[src/rtl/dmem_resp_pkg.sv]
`default_nettype none
// +--------------------------------------------------------------------------+
// | Module   : dmem_resp_pkg                                                 |
// | Purpose  : Shared sizes and FSM state encoding for the data-memory       |
// |            responder and its behavioural SRAM.                           |
// | Contents : DMEM_SIZE_DATA - data word width (24)                         |
// |            DMEM_SIZE_ADDR - request address width (48)                   |
// |            state_e        - responder FSM states IDLE / HI / FIN         |
// | Revision : 1.0 - initial release                                         |
// +--------------------------------------------------------------------------+
package dmem_resp_pkg;

   localparam int DMEM_SIZE_DATA = 24;
   localparam int DMEM_SIZE_ADDR = 48;

   // IDLE : nothing in flight
   // HI   : second word of a dual access is being driven to the SRAM
   // FIN  : read data for the last issued word is on the SRAM output
   typedef enum logic [1:0] {
      IDLE = 2'd0,
      HI   = 2'd1,
      FIN  = 2'd2
   } state_e;

endpackage
`default_nettype wire

[src/rtl/dmem_resp.sv]
`default_nettype none
// +--------------------------------------------------------------------------+
// | Module   : dmem_resp                                                     |
// | Purpose  : Data-memory responder. Services single-word and dual-word     |
// |            (little-endian lo/hi) read/write requests on one single-port  |
// |            SRAM, serialising dual accesses over two SRAM cycles.         |
// | Ports    : iw_clk, iw_rst_n      - clock, async active-low reset         |
// |            iw_req*               - request (held while ow_stall=1)       |
// |            ow_stall              - upstream must hold the request        |
// |            ow_rvalid / ow_rdata  - read return, word k = addr+k          |
// |            ow_oob                - address bits above the SRAM range set |
// |            ow_sram_* / iw_sram_rdata - SRAM port                         |
// | Revision : 1.0 - initial release                                         |
// +--------------------------------------------------------------------------+
module dmem_resp
   import dmem_resp_pkg::*;
#(
   parameter int DEPTH_W   = 16,
   parameter int SIZE_DATA = DMEM_SIZE_DATA,
   parameter int SIZE_ADDR = DMEM_SIZE_ADDR
)(
   input  logic                 iw_clk,
   input  logic                 iw_rst_n,
   input  logic                 iw_req,
   input  logic [SIZE_ADDR-1:0] iw_req_addr,
   input  logic                 iw_req_dual,
   input  logic                 iw_req_mp,
   input  logic [1:0]           iw_req_we,
   input  logic [SIZE_DATA-1:0] iw_req_wdata [0:1],
   output logic                 ow_stall,
   output logic                 ow_rvalid,
   output logic [SIZE_DATA-1:0] ow_rdata [0:1],
   output logic                 ow_oob,
   output logic                 ow_sram_en,
   output logic                 ow_sram_we,
   output logic [DEPTH_W-1:0]   ow_sram_addr,
   output logic [SIZE_DATA-1:0] ow_sram_wdata,
   input  logic [SIZE_DATA-1:0] iw_sram_rdata
);

   state_e               state_q,    state_d;
   logic [DEPTH_W-1:0]   addr_q,     addr_d;      // truncated word-0 address
   logic [1:0]           we_q,       we_d;        // latched per-word write enables
   logic [SIZE_DATA-1:0] wdata1_q,   wdata1_d;    // latched word-1 write data
   logic [1:0]           fin_mask_q, fin_mask_d;  // word captured in FIN
   logic                 rvalid_q,   rvalid_d;
   logic                 oob_q,      oob_d;
   logic [SIZE_DATA-1:0] rdata_q [0:1];
   logic [SIZE_DATA-1:0] rdata_d [0:1];

   logic                 sram_en;
   logic                 sram_we;
   logic [DEPTH_W-1:0]   sram_addr;
   logic [SIZE_DATA-1:0] sram_wdata;
   logic                 stall;

   logic [SIZE_ADDR-1:0] addr_p1;
   logic                 upper0_nz;
   logic                 upper1_nz;

   assign addr_p1   = iw_req_addr + SIZE_ADDR'(1);
   assign upper0_nz = |iw_req_addr[SIZE_ADDR-1:DEPTH_W];
   assign upper1_nz = |addr_p1[SIZE_ADDR-1:DEPTH_W];

   always_comb begin
      state_d    = state_q;
      addr_d     = addr_q;
      we_d       = we_q;
      wdata1_d   = wdata1_q;
      fin_mask_d = fin_mask_q;
      rdata_d    = rdata_q;
      rvalid_d   = 1'b0;
      oob_d      = 1'b0;
      sram_en    = 1'b0;
      sram_we    = 1'b0;
      sram_addr  = '0;
      sram_wdata = '0;
      stall      = 1'b0;

      if (state_q == HI) begin
         // Word 0 was issued last cycle; its read data is on the SRAM now.
         if (!we_q[0]) begin
            rdata_d[0] = iw_sram_rdata;
         end
         sram_en    = 1'b1;
         sram_we    = we_q[1];
         sram_addr  = addr_q + DEPTH_W'(1);   // wraps at the top of the SRAM
         sram_wdata = wdata1_q;
         stall      = 1'b1;
         fin_mask_d = {~we_q[1], 1'b0};
         state_d    = (we_q == 2'b11) ? IDLE : FIN;
      end else begin
         // IDLE and FIN both accept a new request.
         if (state_q == FIN) begin
            for (int k = 0; k < 2; k++) begin
               if (fin_mask_q[k]) begin
                  rdata_d[k] = iw_sram_rdata;
               end
            end
            rvalid_d = 1'b1;
         end
         state_d = IDLE;
         if (iw_req) begin
            sram_en = 1'b1;
            if (iw_req_dual) begin
               sram_we    = iw_req_we[0];
               sram_addr  = iw_req_addr[DEPTH_W-1:0];
               sram_wdata = iw_req_wdata[0];
               addr_d     = iw_req_addr[DEPTH_W-1:0];
               we_d       = iw_req_we;
               wdata1_d   = iw_req_wdata[1];
               stall      = 1'b1;
               oob_d      = upper0_nz | upper1_nz;
               state_d    = HI;
            end else begin
               sram_we    = iw_req_we[iw_req_mp];
               sram_addr  = iw_req_mp ? addr_p1[DEPTH_W-1:0] : iw_req_addr[DEPTH_W-1:0];
               sram_wdata = iw_req_wdata[iw_req_mp];
               fin_mask_d = iw_req_mp ? 2'b10 : 2'b01;
               oob_d      = iw_req_mp ? upper1_nz : upper0_nz;
               state_d    = iw_req_we[iw_req_mp] ? IDLE : FIN;
            end
         end
      end
   end

   always_ff @(posedge iw_clk or negedge iw_rst_n) begin
      if (!iw_rst_n) begin
         state_q    <= IDLE;
         addr_q     <= '0;
         we_q       <= '0;
         wdata1_q   <= '0;
         fin_mask_q <= '0;
         rvalid_q   <= 1'b0;
         oob_q      <= 1'b0;
         rdata_q    <= '{default: '0};
      end else begin
         state_q    <= state_d;
         addr_q     <= addr_d;
         we_q       <= we_d;
         wdata1_q   <= wdata1_d;
         fin_mask_q <= fin_mask_d;
         rvalid_q   <= rvalid_d;
         oob_q      <= oob_d;
         rdata_q    <= rdata_d;
      end
   end

   // The combinational outputs follow the request directly, so they are
   // forced low while reset is asserted to keep the SRAM quiet.
   assign ow_stall      = iw_rst_n & stall;
   assign ow_sram_en    = iw_rst_n & sram_en;
   assign ow_sram_we    = iw_rst_n & sram_we;
   assign ow_sram_addr  = iw_rst_n ? sram_addr  : '0;
   assign ow_sram_wdata = iw_rst_n ? sram_wdata : '0;

   assign ow_rvalid = rvalid_q;
   assign ow_oob    = oob_q;
   assign ow_rdata  = rdata_q;

endmodule
`default_nettype wire

[config.mk]
export PLATFORM = sky130hd
export DESIGN_NAME = dmem_resp
export DESIGN_NICKNAME = d
export VERILOG_FILES = /design/src/rtl/dmem_resp_pkg.sv /design/src/rtl/dmem_resp.sv
export SDC_FILE = /design/constraint.sdc
export NUM_CORES = 1
export LEC_CHECK = 0
export ABC_AREA = 1
export BUFFER_PORTS_ARGS = -buffer_cell sky130_fd_sc_hd__buf_2
export CAP_MARGIN = 40
export CORE_ASPECT_RATIO = 1.2
export CORE_MARGIN = 5
export CORE_UTILIZATION = 45
export DETAILED_ROUTE_END_ITERATION = 8
export PLACE_DENSITY = 0.72
export SETUP_SLACK_MARGIN = 0.02
export SLEW_MARGIN = 30
export SYNTH_ARGS = -nofsm -noshare
export SYNTH_HDL_FRONTEND = slang
export SYNTH_SLANG_ARGS = --single-unit
[constraint.sdc]
create_clock -name iw_clk -period 1.7 [get_ports iw_clk]
set_input_delay 0 -clock iw_clk [delete_from_list [all_inputs] [get_ports iw_clk]]
set_output_delay 0 -clock iw_clk [all_outputs]
set_load 0.02 [all_outputs]
==> impl_metrics.json, run 1 <==
{
  "htreeDepth": 3,
  "syn_area_sq_mm": 0.006753,
  "numCtsBuffers": 9,
  "die-area_sq_mm": 0.01757,
  "vias": 9231,
  "maxCapViolCount": 0,
  "critical_path_class": "flip-flop to primary output",
  "grt_pass1_vias": 8226,
  "crit_chain": "ha_2 > nand4_1 > nor2_2 > nand2_2 > nor3_2 > inv_2 > nor3_4 > inv_2 > o21ai_2 > nor2_1 > a21oi_1 > nor2_2 > buf_6",
  "grt_first_pass_wirelength_mm": 39.37,
  "design_area_sq_mm": 0.01123,
  "port_buffers": 219,
  "finalSetupTns_ns": -19.60,
  "finalSetupViolations": 124,
  "hold-path-endpoint": "addr_q[13]",
  "status": "finished with violations",
  "violations": "setup timing",
  "reg2reg_to": "ow_rdata[32]",
  "grtUsageTotal_pct": 28.05,
  "cts_tree": "yes",
  "hold_viol": 0,
  "rr_worst_depth": 10,
  "antenna_left": 0,
  "path_max_fanout": 3,
  "critPathArrivalTime_ns": 2.41,
  "r2r-start": "state_q[1]",
  "yosysWarnings": 0,
  "fmax_mhz": 415.4,
  "cp_num_buf_inv": 3,
  "syn_avg_cell_area_sq_um": 6.692,
  "setup_ws_ns": -0.7071,
  "cp_data_required_time_ns": 1.70,
  "place_inst": 1497,
  "crit_family": "simple AND/OR/NAND/NOR gates",
  "num_rows": 49,
  "hold_start": "iw_req_addr[13]",
  "ys_ff_latch": 96,
  "grt_start_max_net_pins": 97,
  "syn_inst": 1009,
  "synth_fp_nets": 1140,
  "synth_cell_types": 35,
  "r2r_slack_ns": -0.36,
  "first_iter_violations": 894,
  "crit_path_top_delay_cell": "dfrtp_1",
  "tightestPinTransition_ns": 0.5588,
  "yosysSeqAreaShare_pct": 35.58,
  "rsz0062_at_grt": "true",
  "finalWeightedCongestion": 1.013,
  "dpl_cell_area_sq_mm": 0.008840,
  "antenna_found_initial": 3,
  "syn_to_final_growth_pct": 66.24,
  "slew_violations": 0,
  "post_route_cells_drive_above_1_share_pct": 39.02,
  "clockBufferDepth": 2,
  "cp-end-kind": "primary output",
  "initial_core_util_pct": 45.51,
  "finalCritPeriodShare_pct": 141.6,
  "clkTransAtPathRegs_ns": 0.08,
  "clk_latency_ns": 0.37,
  "total_power_mw": 10.32,
  "via_per_inst": 5.709,
  "nNetsFinal": 1538,
  "fin_crit_ns": 2.407,
  "crit_path_start_kind": "flip-flop",
  "final_cells": 1617,
  "fin_skew_ns": 0.01450,
  "dr.pass1.iters": 5,
  "leakage_nw": 5.477,
  "vdd_drop_max_uv": 625.7,
  "maxSlewHeadroom_pct": 62.75,
  "die_x_um": 121.8,
  "cpPeakStageDelay_ns": 0.40,
  "core_area_sq_mm": 0.01484,
  "overflow": 0,
  "die_y_um": 144.2,
  "drc": 0,
  "drt-total-wl_mm": 32.41,
  "clkSinkCount": 96,
  "avgRoutedWirePerCell_um": 20.04,
  "p_per_area_mw_per_mm2": 919.7,
  "hold_depth": 4,
  "dp_hpwl_mm": 17.80,
  "io_pins": 220,
  "min_path_type": "input pin to flip-flop",
  "cts-root-buf": "clkbuf_16"
}
-- cells in the mapped netlist, drive strengths merged --
library cell  number  area [sq um]
dfrtp             96          2402
inv              132         495.5
nand3b             4         30.03
a31oi              2         12.51
nor4               3         18.77
buf                3         13.76
nand4             23         143.9
o221ai             2         17.52
o31ai              2         15.01
o21ai             86         430.4
o211ai            24         180.2
nor3               7         40.04
a21oi             53         265.3
mux2              24         270.3
ha                 4         50.05
a211oi             1         7.510
nand2            288          1109
or2                3         18.77
nor2             122         593.1
clkinv             3         11.26
nand3             83         415.4
o22ai              1         6.260
xor2               6         52.55
o21a               1         7.510
clkbuf            33         123.9
o21bai             3         22.52
-- metal layers --
layer	track usage (%)	vias to the layer above	part of all wire, %
met4	14.22	4	6.9
met3	3.756	201	9.1
met2	51.48	698	49
met1	31.73	4238	35
met5	0	-	0.068
li1	-	4090	-
-- logic make-up (layout without fill, tap and decap cells) --
logic type	Yosys count	in the layout	share of synthesized area, %
buffers and inverters	171	574	9.542
muxes	24	24	4.002
AOI/OAI and AO/OA	175	175	14.29
other	0	1	0
xor gates and xnor gates	6	6	0.7782
DFF	96	96	35.58
and+or+nand+nor	533	533	35.08
adders and majority gates	4	4	0.7412
-- worst reg2reg max path, cell delays in order, from the launching register on --
cell,delay (ns)
dfrtp_1,0.41
inv_2,0.08
ha_4,0.20
buf_6,0.12
buf_6,0.11
nor2_4,0.04
a211oi_4,0.30
buf_6,0.22
buf_8,0.16
nand3_2,0.06
o21ai_1,0.23
-- through the flow --
| step | util (%) | worst slack, ns | hold WS, ns |
|---|---|---|---|
| floorplan | - | 0.01937 | -0.2956 |
| global placement | 59.58 | -0.1252 | 0.1300 |
| detailed placement | 59.58 | -0.1678 | 0.1196 |
| CTS | 69.13 | -0.4854 | 0.01048 |
| global route | 75.66 | -0.8211 | 0.03521 |
| finish | 75.66 | -0.7071 | 0.01613 |
-- power breakdown --
group	total, mW	internal [mW]	switching (mW)
combinational	4.55	1.89	2.65
clock	2.26	1.20	1.07
sequential	3.51	2.98	0.530
total	10.3	6.07	4.25
-- cell type report --
cell class / count / area [sq um]
Inverter: 135 / 520.5
Clock inverter: 7 / 97.59
Multi-Input combinational cell: 742 / 4339
Sequential cell: 96 / 2402
Timing Repair Buffer: 423 / 3383
Fill cell: 990 / 3611
Antenna cell: 1 / 2.502
Clock buffer: 9 / 225.2
Tap cell: 204 / 255.2
-- flip-flops by register name (all words and copies together), names as in the netlist --
register and cells:
fin_mask_q 2, ow_rvalid 1, ow_rdata 48, state_q 2
we_q 2, wdata1_q 24, ow_oob 1, addr_q 16
-- worst max path at each step --
stage / from / end / slack, ns / cells past startpoint
floorplan: addr_q[0] / ow_sram_addr[12] / 0.02 / 11
global placement: addr_q[0] / ow_sram_addr[14] / -0.13 / 13
detailed placement: addr_q[0] / ow_sram_addr[14] / -0.17 / 13
CTS: addr_q[0] / ow_sram_addr[14] / -0.49 / 13
global route: addr_q[0] / ow_sram_addr[14] / -0.82 / 13
finish: addr_q[0] / ow_sram_addr[14] / -0.71 / 13
-- layout by cell type, fill, tap and decap left out, types with 10 or more instances in the layout --
| cell type | instances |
|---|---|
| a21oi_1 | 38 |
| a21oi_2 | 11 |
| buf_12 | 10 |
| buf_2 | 175 |
| buf_4 | 131 |
| buf_6 | 32 |
| clkbuf_16 | 20 |
| dfrtp_1 | 96 |
| dlygate4sd3_1 | 57 |
| inv_1 | 124 |
| mux2_4 | 24 |
| nand2_1 | 260 |
| nand2_2 | 24 |
| nand3_1 | 57 |
| nand3_2 | 20 |
| nand4_1 | 23 |
| nor2_1 | 91 |
| nor2_2 | 15 |
| nor2_4 | 14 |
| o211ai_1 | 24 |
| o21ai_0 | 18 |
| o21ai_1 | 44 |
| o21ai_2 | 23 |
-- timing repair --
action | CTS | global route
endpoints found under the hold margin | 176 | 0
hold buffers | 57 | 0
endpoints found under the setup margin | 87 | 129
setup buffers | 19 | 10
pin swaps | 16 | 28
gates resized for setup | 107 | 205
cloned | 2 | 18
(Power assumes the default switching activity.)
==> inputs of run 2 (changes only) <==
--- a/config.mk
+++ b/config.mk
@@ -10,9 +10,9 @@
 export CAP_MARGIN = 40
 export CORE_ASPECT_RATIO = 1.2
 export CORE_MARGIN = 5
-export CORE_UTILIZATION = 45
+export CORE_UTILIZATION = 47
 export DETAILED_ROUTE_END_ITERATION = 8
-export PLACE_DENSITY = 0.72
+export PLACE_DENSITY = 0.75
 export SETUP_SLACK_MARGIN = 0.02
 export SLEW_MARGIN = 30
 export SYNTH_ARGS = -nofsm -noshare
==> constraint.sdc (replaced) <==
create_clock -name iw_clk -period 1.7 [get_ports iw_clk]
set_input_delay 0.17 -clock iw_clk [delete_from_list [all_inputs] [get_ports iw_clk]]
set_output_delay 0.17 -clock iw_clk [all_outputs]
set_load 0.02 [all_outputs]
==> run 2 against run 1 <==
  * The run still ends with setup timing left
  * Design area up 8.6%
  * Clock-buffer cell count grew 1
  * Via count grew 14%
==> impl_metrics.json, run 2 (synthesized netlist as in run 1, its figures left out) <==
{
  "finalSetupViolations": 136,
  "vias": 10530,
  "die-area_sq_mm": 0.01687,
  "finalSetupTns_ns": -43.75,
  "grtUsageTotal_pct": 37.21,
  "violations": "setup timing",
  "total_power_mw": 11.45,
  "use_met2_pct": 66.12,
  "final_common_cell": "nand2_1",
  "cpPeakStageDelay_ns": 0.39,
  "post_route_cells_drive_above_1_share_pct": 50.98,
  "busiest_layer": "met2",
  "antenna_left": 0,
  "maxSlewHeadroom_pct": 54.62,
  "avgRoutedWirePerCell_um": 26.77,
  "cts-root-buf": "clkbuf_16",
  "core_area_sq_mm": 0.01423,
  "drt-total-wl_mm": 42.96,
  "crit_path_top_delay_cell": "dfrtp_1",
  "finalWeightedCongestion": 0.9762,
  "grt_start_max_net_pins": 50,
  "overflow": 0,
  "p_clk_share_pct": 19.5,
  "critPathArrivalTime_ns": 2.58,
  "clkSinkCount": 96,
  "cts_tree": "yes",
  "maxCapViolCount": 0,
  "rsz0062_at_grt": "true",
  "die_x_um": 119.4,
  "cp_data_required_time_ns": 1.53,
  "grt_use_met3_pct": 5.781,
  "tightestPinTransition_ns": 0.6808,
  "min_path_type": "input pin to flip-flop",
  "port_buffers": 219,
  "antenna_found_initial": 5,
  "io_pins": 220,
  "power_frac_comb_pct": 48.7,
  "slew_violations": 0,
  "via_per_inst": 6.558,
  "dr.pass1.iters": 9,
  "finalCritPeriodShare_pct": 162.0,
  "num_rows": 48,
  "dp_hpwl_mm": 18.60,
  "status": "finished with violations",
  "fin_skew_ns": 0.009351,
  "num-fill-cells": 633,
  "clkTransAtPathRegs_ns": 0.08,
  "antenna_cells": 0,
  "p_int_mw": 6.464,
  "drc": 0,
  "clockBufferDepth": 2,
  "setup_ws_ns": -1.053,
  "p_per_area_mw_per_mm2": 939.2,
  "mostFrequentLayoutCells": "nand2_1 (231), buf_2 (175), buf_4 (172)",
  "htreeDepth": 3,
  "clk_latency_ns": 0.36,
  "first_iter_violations": 1799,
  "initial_core_util_pct": 47.44,
  "cp-end-kind": "primary output",
  "share_seq_of_total_power_pct": 31.9,
  "critical_path_class": "flip-flop to primary output",
  "hold_viol": 0,
  "grt_pass1_vias": 9198,
  "switching_share_pct": 43.55,
  "met1_usage_pct": 40.03,
  "crit_path_start_kind": "flip-flop",
  "fmax_mhz": 363.2,
  "die_y_um": 141.3,
  "largest_reg_flops": 48,
  "vdd_drop_max_uv": 570.2,
  "syn_to_final_growth_pct": 80.54,
  "fin_crit_ns": 2.753,
  "numCtsBuffers": 9,
  "nNetsFinal": 1557,
  "switchingPower_mw": 4.986,
  "crit_chain": "ha_2 > nand4_1 > nor2_1 > nand2_1 > nor3_2 > inv_1 > nor3_2 > buf_4 > a21oi_1 > nor2_1 > a21oi_2 > nor2_2 > buf_4",
  "leakage_nw": 5.936,
  "grt_first_pass_wirelength_mm": 49.32,
  "path_max_fanout": 2
}
[run 2: cell count changes in the layout (fill, tap and decap cells not counted), moves of 29 or more]
cell / delta
dlygate4sd3_1: -55
a21oi_1: -29
buf_4: +41
nand2_1: -29
[run 2: cell type report]
type / instances / area [sq um] / share of cell area [%]
Tap cell: 175 / 219.0 / 1.796
Clock buffer: 10 / 239.0 / 1.960
Timing Repair Buffer: 441 / 3747 / 30.74
Sequential cell: 96 / 2402 / 19.70
Multi-Input combinational cell: 743 / 5002 / 41.03
Clock inverter: 5 / 63.81 / 0.5234
Inverter: 135 / 518.0 / 4.249
[run 2: repair_timing]
item | CTS | global route
setup buffers | 41 | 30
pin swaps | 30 | 49
resized for setup | 314 | 181
cloned | 23 | 6
hold buffers | 2 | 0
setup endpoints to repair | 133 | 136
endpoints found under the hold margin | 4 | 0
[run 2: power groups by stage]
stage / sequential (mW) / combinational (mW) / clock, mW
after global placement: 3.35 / 3.36 / 0
after detailed placement: 3.37 / 3.41 / 0
after CTS: 3.38 / 4.55 / 2.12
after floorplan: 4.02 / 1.28 / 0
after global routing: 3.67 / 5.72 / 2.27
final: 3.65 / 5.57 / 2.23
[run 2: stage by stage]
stage                     instance area, sq um  instances  setup WS [ns]  utilization [%]  hold slack (ns)
after detailed placement                  9340       1516        -0.3238            65.62         -0.01575
after global routing                     12190       1605         -1.311            85.65          0.07497
after floorplan                           6938       1009        -0.1487                -          -0.1256
after CTS                                11440       1595        -0.6385            80.34          0.06864
after global placement                    9340       1516        -0.3027            65.62         -0.01582
final                                    12190       1605         -1.053            85.65          0.07571
[run 2: routing by layer]
| metal | vias up | routed length [um] |
|---|---|---|
| met5 | - | 116 |
| met4 | 10 | 5200 |
| met3 | 513 | 6189 |
| met2 | 1184 | 18480 |
| met1 | 4683 | 12980 |
| li1 | 4135 | - |
[run 2: path summary, 6_finish.rpt]
kind                                   from                to  slack (ns)  cells past startpoint
max in group asynchronous          iw_rst_n      ow_rdata[38]        0.67                      3
max reg2reg                      state_q[1]        addr_q[12]       -0.44                     11
max                               addr_q[1]  ow_sram_addr[14]       -1.05                     13
min                        iw_req_wdata[15]      wdata1_q[15]        0.08                      3
min reg2reg                    wdata1_q[16]      wdata1_q[16]        0.49                      2
min in group asynchronous          iw_rst_n      ow_rdata[28]        0.20                      2
[run 2: worst max-delay path: cells and delay by family (launching register included)]
family / cells / cell delay [ns]
buffers and inverters: 3 / 0.40
flip-flops: 1 / 0.39
AO/OA/AOI/OAI: 2 / 0.18
adder cells (fa/ha/maj): 1 / 0.20
AND/OR/NAND/NOR: 7 / 1.03
==> inputs of run 3 (changes only) <==
--- a/config.mk
+++ b/config.mk
@@ -13,7 +13,7 @@
 export CORE_UTILIZATION = 47
 export DETAILED_ROUTE_END_ITERATION = 8
 export PLACE_DENSITY = 0.75
-export SETUP_SLACK_MARGIN = 0.02
+export SETUP_SLACK_MARGIN = 0.3
 export SLEW_MARGIN = 30
 export SYNTH_ARGS = -nofsm -noshare
 export SYNTH_HDL_FRONTEND = slang
==> run 3 against run 2 <==
  * The flow now stops in global routing
  * Synthesized cell count did not move
  * Area after synthesis did not move
==> impl_metrics.json, run 3 <==
{
  "syn_inst": 1009,
  "yosysWarnings": 0,
  "antenna_found_initial": 7,
  "htreeDepth": 3,
  "failed_stage": "global routing",
  "dp_hpwl_mm": 18.60,
  "syn_area_sq_mm": 0.006753,
  "synth_fp_nets": 1140,
  "yosysTopAreaCellShare_pct": 35.58,
  "die_y_um": 141.3,
  "synth.most_common_cell": "nand2_1",
  "initial_core_util_pct": 47.44,
  "error": "[ERROR GRT-0232] Routing congestion too high. Check the congestion heatmap in the GUI.",
  "grtUsageTotal_pct": 70.77,
  "netlist_top_cells_count": "nand2_1 (281), inv_1 (131), nor2_1 (101)",
  "grt_worst_setup_endpoint": "ow_sram_addr[14]",
  "port_buffers": 219,
  "status": "did not finish",
  "clkSinkCount": 96,
  "cts-root-buf": "clkbuf_16",
  "die_x_um": 119.4,
  "finalWeightedCongestion": 0.9802,
  "grt_start_max_net_pins": 97,
  "numCtsBuffers": 9,
  "syn_avg_cell_area_sq_um": 6.692,
  "synth.largest_area_cell": "dfrtp_1",
  "ys_ff_latch": 96,
  "synth_ff_type": "dfrtp_1",
  "worst_endpoint_kind": "primary output",
  "num_rows": 48,
  "ys_async_sr_fraction_pct": 100.0,
  "synth-edff-count": 0,
  "yosysSeqAreaShare_pct": 35.58,
  "io_pins": 220,
  "overflow": 46,
  "clockBufferDepth": 2,
  "ys_top_cells_by_area": "dfrtp_1 (36%), nand2_1 (16%), inv_1 (7.3%), nand3_1 (6.2%), o21ai_0 (6.2%)",
  "place_inst": 1501,
  "synth_cell_types": 35
}
==> run 3: cell counts after synthesis <==
Identical to the previous run, type by type.
==> run 3: routing by layer <==
metal  GRT usage (%)  GRT overflow
met1           70.63             1
met2           88.66            19
met3           54.47             1
met4           70.81            25
met5           15.18             0
==> run 3: through the flow <==
stage | TNS, ns | worst slack (ns) | utilization [%] | cell area (sq um) | hold slack [ns]
after global placement | -2.758 | -0.3435 | 67.15 | 9558 | 0.2690
after floorplan | -0.2853 | -0.1487 | - | 7396 | -0.1256
after detailed placement | -3.380 | -0.3949 | 67.15 | 9558 | 0.2773
after CTS | -30.44 | -0.7682 | 83.30 | 11860 | 0.06141
==> run 3: kinds of logic after synthesis <==
logic type	Yosys count	share of synthesized area, %
fa+ha+maj	4	0.7412
mux	24	4.002
compound gates	175	14.29
flops	96	35.58
xor+xnor	6	0.7782
buf+inv	171	9.542
simple gates	533	35.08
==> run 3: repair_timing <==
| item | 4_1_cts |
|---|---|
| endpoints found under the hold margin | 96 |
| hold buffers | 1 |
| pin swaps | 83 |
| cloned | 23 |
| setup endpoints to repair | 137 |
| resized for setup | 326 |
| buffers inserted | 55 |
==> inputs of run 4 (changes only) <==
--- a/config.mk
+++ b/config.mk
@@ -8,12 +8,10 @@
 export ABC_AREA = 1
 export BUFFER_PORTS_ARGS = -buffer_cell sky130_fd_sc_hd__buf_2
 export CAP_MARGIN = 40
-export CORE_ASPECT_RATIO = 1.2
 export CORE_MARGIN = 5
-export CORE_UTILIZATION = 47
+export CORE_UTILIZATION = 35
 export DETAILED_ROUTE_END_ITERATION = 8
-export PLACE_DENSITY = 0.75
-export SETUP_SLACK_MARGIN = 0.3
+export PLACE_DENSITY_LB_ADDON = 0.15
 export SLEW_MARGIN = 30
 export SYNTH_ARGS = -nofsm -noshare
 export SYNTH_HDL_FRONTEND = slang
==> constraint.sdc (replaced) <==
create_clock -name iw_clk -period 2.21 [get_ports iw_clk]
set_input_delay 0.221 -clock iw_clk [delete_from_list [all_inputs] [get_ports iw_clk]]
set_output_delay 0.221 -clock iw_clk [all_outputs]
set_load 0.02 [all_outputs]
==> run 4 against run 3 <==
  * The flow now finishes, with violations (setup timing)
==> impl_metrics.json, run 4 (synthesized netlist as in run 1, its figures left out) <==
{
  "rr_worst_depth": 10,
  "nNetsFinal": 1386,
  "p_per_area_mw_per_mm2": 747.7,
  "cp_data_required_time_ns": 1.99,
  "drt-total-wl_mm": 23.49,
  "cp_num_buf_inv": 3,
  "vdd_drop_max_uv": 403.9,
  "fmax_mhz": 399.3,
  "io_pins": 220,
  "overflow": 0,
  "core_area_sq_mm": 0.01883,
  "mostFrequentLayoutCells": "nand2_1 (279), buf_2 (206), inv_1 (126)",
  "fin_crit_ns": 2.505,
  "die-area_sq_mm": 0.02217,
  "maxCapViolCount": 0,
  "syn_to_final_growth_pct": 31.96,
  "grtUsageTotal_pct": 20.58,
  "path_max_fanout": 3,
  "min_path_type": "input pin to async pin",
  "port_buffers": 219,
  "r2r_slack_ns": 0.20,
  "grt_pass1_vias": 7162,
  "num_rows": 50,
  "top_layer": "met4",
  "hold_viol": 0,
  "status": "finished with violations",
  "slew_violations": 0,
  "wl_met3_mm": 1.288,
  "total_power_mw": 6.663,
  "detail_route.wirelength.met1_mm": 11.07,
  "violations": "setup timing",
  "avgRoutedWirePerCell_um": 15.43,
  "place_inst": 1480,
  "finalSetupViolations": 11,
  "grt_start_max_net_pins": 52,
  "drc": 0,
  "leakage_nw": 4.368,
  "clockBufferDepth": 2,
  "clkTransAtPathRegs_ns": 0.07,
  "via_per_inst": 4.933,
  "reg2reg_to": "wdata1_q[6]",
  "antenna_found_initial": 2,
  "grt_first_pass_wirelength_mm": 36.98,
  "rsz0062_at_grt": "true",
  "cts_tree": "yes",
  "vias": 7508,
  "crit_chain": "ha_1 > nand4_1 > nor2_1 > nand2_2 > nor3_2 > inv_1 > nor3_2 > inv_1 > o21ai_1 > nor2_1 > a21oi_1 > nor2_1 > buf_4",
  "post_route_cells_drive_above_1_share_pct": 28.65,
  "tightestPinTransition_ns": 0.6913,
  "dp_hpwl_mm": 18.08,
  "numCtsBuffers": 9,
  "first_iter_violations": 432,
  "clkSinkCount": 96,
  "final_cells": 1522,
  "largest_reg_flops": 48,
  "dr.pass1.iters": 7,
  "fin_skew_ns": 0.007312,
  "cpMostUsedCell": "nor2_1",
  "finalCritPeriodShare_pct": 113.3,
  "crit_family": "simple AND/OR/NAND/NOR gates",
  "cts-root-buf": "clkbuf_16",
  "critPathArrivalTime_ns": 2.28,
  "die_y_um": 148.9,
  "dr_wl_met2_mm": 10.61,
  "clk_latency_ns": 0.34,
  "crit_path_top_delay_cell": "dfrtp_1",
  "setup_ws_ns": -0.2946,
  "crit_path_start_kind": "flip-flop",
  "cpPeakStageDelay_ns": 0.36,
  "die_x_um": 148.9,
  "htreeDepth": 3,
  "cp-end-kind": "primary output",
  "maxSlewHeadroom_pct": 53.92,
  "antenna_left": 0,
  "finalWeightedCongestion": 0.9958,
  "final_common_cell": "nand2_1",
  "r2r-start": "state_q[0]",
  "initial_core_util_pct": 35.86,
  "utilization_pct": 47.32,
  "critical_path_class": "flip-flop to primary output"
}
run 4: layout make-up:
| cell class | count | area (sq um) |
|---|---|---|
| flip-flops and latches | 96 | 2402 |
| clock buffers | 10 | 229.0 |
| well taps | 260 | 325.3 |
| inverters | 135 | 514.2 |
| multi-input cells | 742 | 3797 |
| fillers | 1988 | 9920 |
| repair buffers | 271 | 1559 |
| diodes | 2 | 5.005 |
| clock inverters | 6 | 78.83 |
run 4: power by group:
group          internal (mW)  switching (mW)
clock network          0.894           0.714
registers               2.29           0.284
logic                  0.923            1.55
run 4: per-layer routing:
metal  up-vias  global-route usage (%)
met5         -                       0
met4         0                   6.545
met1      3438                   29.34
met2       254                   32.04
met3        29                   3.221
li1       3787                       -
run 4: metrics by stage:
step	instance area, sq um	hold slack, ns	worst slack [ns]	TNS, ns
final	8911	0.008191	-0.2946	-1.278
after global routing	8911	0.06199	-0.5149	-2.965
after CTS	8753	0.02857	-0.2820	-0.9574
after detailed placement	8289	0.4076	0.009263	0
after global placement	8289	0.4060	0.03628	0
after floorplan	6753	-0.07459	0.1367	0
run 4: worst max-delay path by stage:
stage	startpoint	endpoint	cells past startpoint
2_1_floorplan	state_q[1]	ow_stall	7
3_3_place_gp	iw_req_addr[0]	ow_oob	15
3_5_place_dp	iw_req_addr[0]	ow_oob	15
4_1_cts	addr_q[0]	ow_sram_addr[14]	13
5_1_grt	addr_q[0]	ow_sram_addr[14]	13
6_report	addr_q[0]	ow_sram_addr[14]	13
run 4: timing repair:
| action | 4_1_cts | 5_1_grt |
|---|---|---|
| gates resized for setup | 18 | 23 |
| setup endpoints to repair | 13 | 53 |
| hold buffers | 0 | 0 |
| pin swaps | 2 | 13 |
| buffers inserted | 13 | 11 |
run 4: worst reg2reg max path: cells and delay by family, from the launching register on:
family                     cells  cell delay, ns
AOI/OAI and AO/OA              1            0.08
adders and majority gates      1            0.20
buffers and inverters          5            0.82
DFF                            1            0.41
and+or+nand+nor                3            0.38
